`src/rtl/pr_bus_arbiter_if.sv`:
```
// Per-master transfer channel between one bus master and the arbiter.
// Request fields flow master->arbiter; grant and read return flow back.
interface pr_bus_arbiter_if;
  logic        req;
  logic        lock;
  logic [29:0] addr;
  logic [31:0] wd;
  logic [3:0]  be;
  logic        we;
  logic        gnt;
  logic        rvalid;
  logic [31:0] rdata;

  modport master (
    output req, lock, addr, wd, be, we,
    input  gnt, rvalid, rdata
  );

  modport slave (
    input  req, lock, addr, wd, be, we,
    output gnt, rvalid, rdata
  );
endinterface

```
`src/rtl/pr_bus_arbiter.sv`:
```
// Two-master round-robin arbiter in front of the peripheral bridge, with
// bounded hold, lock for atomic RMW and per-master read-data return.
module pr_bus_arbiter #(
  parameter int unsigned MAX_HOLD = 8,
  parameter int unsigned HOLD_W   = 4
) (
  input  logic                  clk,
  input  logic                  rst_n,
  pr_bus_arbiter_if.slave       m0,
  pr_bus_arbiter_if.slave       m1,
  output logic [29:0]           PrAddrWire,
  output logic [31:0]           PrWDWire,
  output logic [3:0]            PrBEWire,
  output logic                  WeCPUWire,
  output logic                  RdCPUWire,
  input  logic [31:0]           PrRD
);

  localparam logic [HOLD_W-1:0] HOLD_LAST = HOLD_W'(MAX_HOLD - 1);

  typedef enum logic [1:0] {
    IDLE = 2'd0,
    OWN0 = 2'd1,
    OWN1 = 2'd2
  } state_e;

  state_e            state_q, state_d;
  logic [HOLD_W-1:0] hold_q, hold_d;
  logic              rr_last_q, rr_last_d;
  logic              s1_vld_q, s1_vld_d;
  logic              s1_id_q, s1_id_d;
  logic [1:0]        rvalid_q;
  logic [31:0]       rdata0_q, rdata1_q;

  logic       owned_c, own_c;
  logic       own_req_c, oth_req_c, own_lock_c, own_we_c;
  logic       issue_c;
  logic [1:0] gnt_c;
  state_e     other_c;

  // Owner-relative views of the two request channels.
  assign owned_c    = (state_q != IDLE);
  assign own_c      = (state_q == OWN1);
  assign own_req_c  = own_c ? m1.req  : m0.req;
  assign oth_req_c  = own_c ? m0.req  : m1.req;
  assign own_lock_c = own_c ? m1.lock : m0.lock;
  assign own_we_c   = own_c ? m1.we   : m0.we;
  assign other_c    = own_c ? OWN0 : OWN1;
  assign issue_c    = owned_c && own_req_c;

  // State register and read-return pipeline.
  always_ff @(posedge clk or negedge rst_n) begin
    if (!rst_n) begin
      state_q   <= IDLE;
      hold_q    <= '0;
      rr_last_q <= 1'b1;
      s1_vld_q  <= 1'b0;
      s1_id_q   <= 1'b0;
      rvalid_q  <= 2'b00;
      rdata0_q  <= '0;
      rdata1_q  <= '0;
    end else begin
      state_q   <= state_d;
      hold_q    <= hold_d;
      rr_last_q <= rr_last_d;
      s1_vld_q  <= s1_vld_d;
      s1_id_q   <= s1_id_d;
      rvalid_q  <= {s1_vld_q & s1_id_q, s1_vld_q & ~s1_id_q};
      if (s1_vld_q && !s1_id_q) rdata0_q <= PrRD;
      if (s1_vld_q &&  s1_id_q) rdata1_q <= PrRD;
    end
  end

  // Next-state: ownership, hold counting and read tracking.
  always_comb begin
    state_d   = state_q;
    hold_d    = hold_q;
    rr_last_d = rr_last_q;
    s1_vld_d  = issue_c && !own_we_c;
    s1_id_d   = own_c;
    case (state_q)
      IDLE: begin
        if (m0.req && m1.req) state_d = rr_last_q ? OWN0 : OWN1;
        else if (m0.req)      state_d = OWN0;
        else if (m1.req)      state_d = OWN1;
      end
      OWN0, OWN1: begin
        if (!own_req_c) begin
          hold_d  = '0;
          state_d = oth_req_c ? other_c : IDLE;
        end else begin
          rr_last_d = own_c;
          if (hold_q == HOLD_LAST) begin
            // Saturate at the limit; rotate only when someone waits and no lock.
            if (oth_req_c && !own_lock_c) begin
              state_d = other_c;
              hold_d  = '0;
            end
          end else begin
            hold_d = HOLD_W'(hold_q + 1'b1);
          end
        end
      end
      default: state_d = IDLE;
    endcase
  end

  // Bus mux: fields are driven only on issue cycles.
  always_comb begin
    gnt_c      = 2'b00;
    PrAddrWire = '0;
    PrWDWire   = '0;
    PrBEWire   = '0;
    WeCPUWire  = 1'b0;
    RdCPUWire  = 1'b0;
    if (issue_c) begin
      gnt_c[own_c] = 1'b1;
      PrAddrWire   = own_c ? m1.addr : m0.addr;
      PrWDWire     = own_c ? m1.wd   : m0.wd;
      PrBEWire     = own_c ? m1.be   : m0.be;
      WeCPUWire    = own_we_c;
      RdCPUWire    = ~own_we_c;
    end
  end

  assign m0.gnt    = gnt_c[0];
  assign m1.gnt    = gnt_c[1];
  assign m0.rvalid = rvalid_q[0];
  assign m1.rvalid = rvalid_q[1];
  assign m0.rdata  = rdata0_q;
  assign m1.rdata  = rdata1_q;

endmodule

```
`src/flat_wrapper.sv`:
```
// flat-port wrapper written by rule: the top's interface ports become plain ports
module pr_bus_arbiter_flat 
#(
  parameter int unsigned MAX_HOLD = 8,
  parameter int unsigned HOLD_W   = 4
)
  (clk, rst_n, PrAddrWire, PrWDWire, PrBEWire, WeCPUWire, RdCPUWire, PrRD, m0_req, m0_lock, m0_addr, m0_wd, m0_be, m0_we, m0_gnt, m0_rvalid, m0_rdata, m1_req, m1_lock, m1_addr, m1_wd, m1_be, m1_we, m1_gnt, m1_rvalid, m1_rdata);
  pr_bus_arbiter_if m0_i ();
  pr_bus_arbiter_if m1_i ();
  input  logic clk;
  input  logic rst_n;
  output logic [29:0] PrAddrWire;
  output logic [31:0] PrWDWire;
  output logic [3:0] PrBEWire;
  output logic WeCPUWire;
  output logic RdCPUWire;
  input  logic [31:0] PrRD;
  input wire logic [$bits(m0_i.req)-1:0] m0_req;
  input wire logic [$bits(m0_i.lock)-1:0] m0_lock;
  input wire logic [$bits(m0_i.addr)-1:0] m0_addr;
  input wire logic [$bits(m0_i.wd)-1:0] m0_wd;
  input wire logic [$bits(m0_i.be)-1:0] m0_be;
  input wire logic [$bits(m0_i.we)-1:0] m0_we;
  output wire logic [$bits(m0_i.gnt)-1:0] m0_gnt;
  output wire logic [$bits(m0_i.rvalid)-1:0] m0_rvalid;
  output wire logic [$bits(m0_i.rdata)-1:0] m0_rdata;
  input wire logic [$bits(m1_i.req)-1:0] m1_req;
  input wire logic [$bits(m1_i.lock)-1:0] m1_lock;
  input wire logic [$bits(m1_i.addr)-1:0] m1_addr;
  input wire logic [$bits(m1_i.wd)-1:0] m1_wd;
  input wire logic [$bits(m1_i.be)-1:0] m1_be;
  input wire logic [$bits(m1_i.we)-1:0] m1_we;
  output wire logic [$bits(m1_i.gnt)-1:0] m1_gnt;
  output wire logic [$bits(m1_i.rvalid)-1:0] m1_rvalid;
  output wire logic [$bits(m1_i.rdata)-1:0] m1_rdata;
  assign m0_i.req = m0_req;
  assign m0_i.lock = m0_lock;
  assign m0_i.addr = m0_addr;
  assign m0_i.wd = m0_wd;
  assign m0_i.be = m0_be;
  assign m0_i.we = m0_we;
  assign m0_gnt = m0_i.gnt;
  assign m0_rvalid = m0_i.rvalid;
  assign m0_rdata = m0_i.rdata;
  assign m1_i.req = m1_req;
  assign m1_i.lock = m1_lock;
  assign m1_i.addr = m1_addr;
  assign m1_i.wd = m1_wd;
  assign m1_i.be = m1_be;
  assign m1_i.we = m1_we;
  assign m1_gnt = m1_i.gnt;
  assign m1_rvalid = m1_i.rvalid;
  assign m1_rdata = m1_i.rdata;
  pr_bus_arbiter #(.MAX_HOLD(MAX_HOLD), .HOLD_W(HOLD_W)) u_core (.clk(clk), .rst_n(rst_n), .m0(m0_i), .m1(m1_i), .PrAddrWire(PrAddrWire), .PrWDWire(PrWDWire), .PrBEWire(PrBEWire), .WeCPUWire(WeCPUWire), .RdCPUWire(RdCPUWire), .PrRD(PrRD));
endmodule
```
`config.mk`:
```
export PLATFORM = sky130hd
export DESIGN_NAME = pr_bus_arbiter_flat
export DESIGN_NICKNAME = d
export VERILOG_FILES = /design/src/rtl/pr_bus_arbiter_if.sv /design/src/rtl/pr_bus_arbiter.sv /design/src/flat_wrapper.sv
export SDC_FILE = /design/constraint.sdc
export NUM_CORES = 1
export LEC_CHECK = 0
export CAP_MARGIN = 25
export CORE_AREA = 2 2 120 122
export DETAILED_ROUTE_END_ITERATION = 12
export DIE_AREA = 0 0 122 124
export PLACE_DENSITY = 0.72
export SLEW_MARGIN = 0
export SYNTH_ARGS = -nofsm -noshare
export SYNTH_HDL_FRONTEND = slang
export SYNTH_SLANG_ARGS = --single-unit
```
`constraint.sdc`:
```
create_clock -name clk -period 2.94 [get_ports clk]
set_clock_uncertainty 0.05 [all_clocks]
set_input_delay 0.882 -clock clk [delete_from_list [all_inputs] [get_ports clk]]
set_output_delay 0.882 -clock clk [all_outputs]
set_load 0.05 [all_outputs]
```
# [Yosys cells after proc, flatten, opt, wreduce, memory -nomap -nowiden]
# Cells that the tools add are included.
[classes] n_addsub=1 order_cmp=2 n_eq_ne=7 muxes=28 n_bitwise=4 n_reduce_logical=16
[ops] op="$mux W32" count=2
[ops] op="$mux W30" count=2
[ops] op="$mux W2" count=10
[ops] op="$mux W4" count=5
[ops] op="$ne A3 B3 Y1 const B" count=3
[ops] op="$logic_and A1 B1 Y1" count=7
[ops] op="$mux W1" count=7
[ops] op="$add A4 B1 Y4 const B" count=1
[ops] op="$eq A4 B3 Y1 const B" count=1
[ops] op="$ne A4 B3 Y1 const B" count=1
[ops] op="$pmux W2 S2" count=1
[ops] op="$reduce_and A2 Y1" count=2
[ops] op="$logic_not A1 Y1" count=3
[ops] op="$reduce_and A3 Y1" count=1
[ops] op="$and A1 B1 Y1" count=2
[ops] op="$eq A2 B1 Y1 const B" count=1
[ops] op="$eq A2 B2 Y1 const B" count=1
[ops] op="$logic_not A2 Y1" count=1
[ops] op="$lt A1 B2 Y1 const B" count=1
[ops] op="$not A1 Y1" count=2
[ops] op="$reduce_bool A2 Y1" count=1
[ops] op="$reduce_or A2 Y1" count=1
[ops] op="$demux W1 S1" count=1
[ops] op="$ge A1 B1 Y1 const B" count=1
[totals] ff_bits=75 input_bits=172 out_inout_bits=136 elab_cells=66

# [Longest topological paths before layout]
# Gate-level depths: netlist of the first run.
[depth] ltp_word=8 ltp_mapped=8 ltp_nobuf=6

# [Least setup slack after synthesis of the first run]
# OpenSTA, ideal clock, no wires.
[synth_timing] kind="in2out" from="input port m1_req" to="output port RdCPUWire" arrival_ps=2185 t_required_ps=2008 path_slack_ps=-177 path_stages=5 n_path_buf=2 cell_sequence="mux2i_1 -> or2_1 -> buf_2 -> buf_6 -> nor2b_1"
[synth_via] elab_chain_len=3
[synth_rtl] element="start: declaration" line="flat_wrapper.sv:27" source="input wire logic [$bits(m1_i.req)-1:0] m1_req;"
[synth_rtl] element="$mux W1" line="pr_bus_arbiter.sv:44" source="assign own_req_c = own_c ? m1.req : m0.req;"
[synth_rtl] element="$logic_and A1 B1 Y1" line="pr_bus_arbiter.sv:49" source="assign issue_c = owned_c && own_req_c;"
[synth_rtl] element="$mux W1" line="pr_bus_arbiter.sv:116" source="if (issue_c) begin"
[synth_rtl] element="end: declaration" line="flat_wrapper.sv:16" source="output logic RdCPUWire;"
# Every way passes these cells.

# [Worst setup path after layout of the first run]
[layout_timing] from="register u_core.state_q[1]" to="output port PrWDWire[7]"
[layout_via] elab_chain_len=4 elab_cells_between_ends=6 cone_classes="eq/ne (1); mux (3); reduce/logical (2)"
[layout_rtl] element="start: declaration" line="pr_bus_arbiter.sv:27" source="state_e state_q, state_d;"
[layout_rtl] element="start signal: assignment" line="pr_bus_arbiter.sv:63" source="state_q <= state_d;"
[layout_rtl] element="$eq A2 B2 Y1" line="pr_bus_arbiter.sv:43" source="assign own_c = (state_q == OWN1);"
[layout_rtl] element="$mux W1" line="pr_bus_arbiter.sv:44"
[layout_rtl] element="$logic_and A1 B1 Y1" line="pr_bus_arbiter.sv:49"
[layout_rtl] element="$mux W32 *" line="pr_bus_arbiter.sv:116"
[layout_rtl] element="end: declaration" line="flat_wrapper.sv:13" source="output logic [31:0] PrWDWire;"
# Mark *: on every way between the ends. The rest lies on a longest branch, timed or not.

==> results of run 1 <==
-- timing repair --
action,4_1_cts,5_1_grt
setup endpoints to repair,69,68
setup buffers,4,7
pin swaps,2,8
gates cloned,3,1
gates resized for setup,58,81
-- through the flow --
| stage | hold WS [ns] | setup slack, ns | utilization (%) | area, µm² | std cells |
|---|---|---|---|---|---|
| finish | 0.337 | 0.000540 | 60.5 | 8300 | 859 |
| global route | 0.331 | -0.0630 | 60.5 | 8300 | 859 |
| CTS | 0.328 | -0.0358 | 57.9 | 7940 | 851 |
| detailed placement | 0.442 | -0.282 | 53.3 | 7310 | 828 |
| global placement | 0.436 | -0.270 | 53.3 | 7310 | 828 |
| floorplan | 0.434 | -0.155 | - | 4120 | 349 |
-- synthesized netlist by cell type --
cell      number
buf_2         12
a21o_1         1
nor2_2         1
or3_1          1
mux2_2        65
nor2_1        60
and3b_1        1
nor3b_1        1
mux2i_1       69
or2_1          2
o21bai_1       1
a32o_1         2
dfstp_2        1
o41ai_2        1
o21ai_0        3
o32ai_1        1
nor2_4         9
nor2b_1        4
a22oi_2        1
ha_1           5
inv_1          7
nand2_1        3
nand2b_1       4
dfrtp_1       74
a21oi_1        4
mux2_1         1
nor3_1         2
and3_1         2
buf_6          3
clkbuf_1       6
buf_4          1
buf_1          1
-- metal layers --
layer | track usage, % | part of all wire [%]
met1 | 21.8 | 38
met5 | 0 | 0
met4 | 7.18 | 2.3
met2 | 32.4 | 52
met3 | 4.44 | 7.0
-- flip-flops by register name, indices dropped and copies added, names as in the netlist --
register and cells:
u_core.m0.rdata 32, u_core.m1.rdata 32, u_core.hold_q 4, u_core.rvalid_q 2
u_core.state_q 2, u_core.rr_last_q 1, u_core.s1_id_q 1, u_core.s1_vld_q 1
-- how the worst max path moves through the flow --
stage | from | to
CTS | u_core.state_q[1] | PrWDWire[11]
global placement | m1_req | PrWDWire[22]
global route | u_core.state_q[1] | PrAddrWire[25]
floorplan | m1_req | PrAddrWire[10]
detailed placement | m1_req | PrWDWire[2]
finish | u_core.state_q[1] | PrWDWire[7]
-- layout make-up --
class	instances	area [µm²]	area share, %
timing repair buffer	336	3540	42.6
multi-input combinational	244	2300	27.7
sequential	75	1880	22.6
clock buffer	10	239	2.88
tap	180	225	2.71
clock inverter	6	88.8	1.07
inverter	7	26.3	0.317
antenna	1	2.50	0.0302
-- power breakdown --
part           internal, W  switching (W)  total [W]
Combinational      0.00301        0.00450    0.00751
Sequential         0.00155       0.000262    0.00181
Clock             0.000765       0.000403    0.00117
-- cells by family (layout without fill, tap and decap cells) --
logic type	after synthesis	in the layout
multiplexers	135	135
AND/OR/NAND/NOR	90	90
flip-flops	75	75
buffers and inverters	30	359
AO/OA/AOI/OAI	14	14
adder cells (fa/ha/maj)	5	5
other	0	1
-- placed cells by master, fill, tap and decap left out, types with 3 or more instances in the layout --
master	count
buf_8	3
a21oi_1	4
clkbuf_16	10
buf_12	8
buf_4	18
mux2i_2	7
dfrtp_1	73
mux2_2	65
nor2_2	22
inv_1	6
nand2_1	3
nor2_4	21
nor2b_1	3
nand2b_1	3
mux2i_4	3
mux2i_1	59
o21ai_0	3
clkdlybuf4s50_1	234
ha_1	3
buf_6	68
nor2_1	27
==> impl_results.md, run 1 <==
- Status: finished, final reports clean
- Via Count: 3926
- Synth unique cells: 32
- # DRC: 0
- Synth-to-Final Area Change: 103%
- Die Y: 124 µm
- CP max stage cell: dfrtp_2
- Initial Utilization: 29.8%
- H-tree Lvls: 3
- Power density cells: 1260 nW/µm²
- Adder-cell share of the synthesized area: 1.53%
- CTS Buf Count: 9
- Crit path capture type: primary output
- Crit path max fanout: 25
- Num Clock Sinks: 75
- CTS Hold Buffers Added: 0
- First-pass GRT wire length: 21.4 mm
- CP bufs+invs: 2
- Max_cap viols: 0
- Cells after synthesis: 349
- Crit path largest cell delay: 0.44 ns
- FF-to-FF setup slack: 0.59 ns
- Tot Pwr: 0.0105 W
- Post-synthesis sequential area ratio: 45.9%
- Delay-heaviest family, CP: simple AND/OR/NAND/NOR gates
- Combinational family with the most area after synthesis: multiplexers
- Multiplexer share of the synthesized area: 35.1%
- CP Cell Sequence: ha_4, mux2i_2, or2_4, buf_12, nor2_1, buf_6
- Die X-Extent: 122 µm
- Leak pwr: 3.51 nW
- Total GRT Usage: 18.4%
- Fillers: 1098
- Core area: 13700 µm²
- Tmin final: 2.94 ns
- TritonRoute pass-1 iters: 5
- Critical Path Source Type: register
- Final Hold Vio Count: 0
- CP required: 2.01 ns
- Final wirelength: 15.1 mm
- Ranking of synthesized cells by area: dfrtp_1 45%, mux2_2 18%, mux2i_1 17%, nor2_1 5.5%, nor2_4 2.5%
- Setup TNS: 0 ns
- Worst Path Class, Setup: register to primary output
- Reg2reg end: u_core.state_q[1]
- Num rows: 43
- GP Congestion: 0.869
- Root Buffer: clkbuf_16
- VDD IR max: 0.602 mV
- Min-Delay Path Class: input port to async pin
- Reg2reg start: u_core.state_q[1]
- FMAX: 340 MHz
- Compound-cell area share of the yosys netlist: 2.63%
- # nets final: 850
- Initial antenna violation count: 1
- Ys Warns: 0
- Yosys reg bits: 75
- PortBufs: 307
- Iteration-0 DRC Markers: 101
- Area leader, netlist: dfrtp_1
- RSZ-0062 raised after global routing: yes
- Crit path depth: 6
- Area of the die: 15100 µm²
- Post-Synth XOR/XNOR Area: 0%
- Drt wl/cell: 17.6 µm
- Synth top area share: 45.3%
- Crit path arrival time: 2.01 ns
- Synth Cell Area: 4090 µm²
- Clk_lat worst skew: 0.33 ns
- IO Pins: 308
- Simple-gate portion of the synthesized area: 11.0%
- Routed Antenna Nets: 0
- Vias/cell: 4.57
- R2R cell count: 8
- Final period util: 100%
- TritonCTS clock tree: yes
- Vias in the first global route: 4058
- Slew @ Worst Pin: 0.882 ns
- Clock Pin Slew Worst Setup and Hold Paths: 0.06 ns
- Synthesized Nets: 526
- Syn Area/Cell: 11.7 µm²
- Largest net degree at the start of global routing: 65
- Overflow left after global routing: 0
- CTS max path bufs: 2
- Slew HR: 41.2%
- Hpwl dp: 10.8 mm
- Layout cells sized above 1: 36.3%
- Slew Limit Fails: 0
- Setup Viol. Count Final: 0
Note: power is estimated with default switching activity, not from simulation.
==> run 2, diff against run 1 <==
--- a/config.mk
+++ b/config.mk
@@ -5,7 +5,7 @@
 export SDC_FILE = /design/constraint.sdc
 export NUM_CORES = 1
 export LEC_CHECK = 0
-export CAP_MARGIN = 25
+export CAP_MARGIN = 5
 export CORE_AREA = 2 2 120 122
 export DETAILED_ROUTE_END_ITERATION = 12
 export DIE_AREA = 0 0 122 124
==> results of run 2 <==
The final DEF is identical to that of run 1; final timing and power are the same.
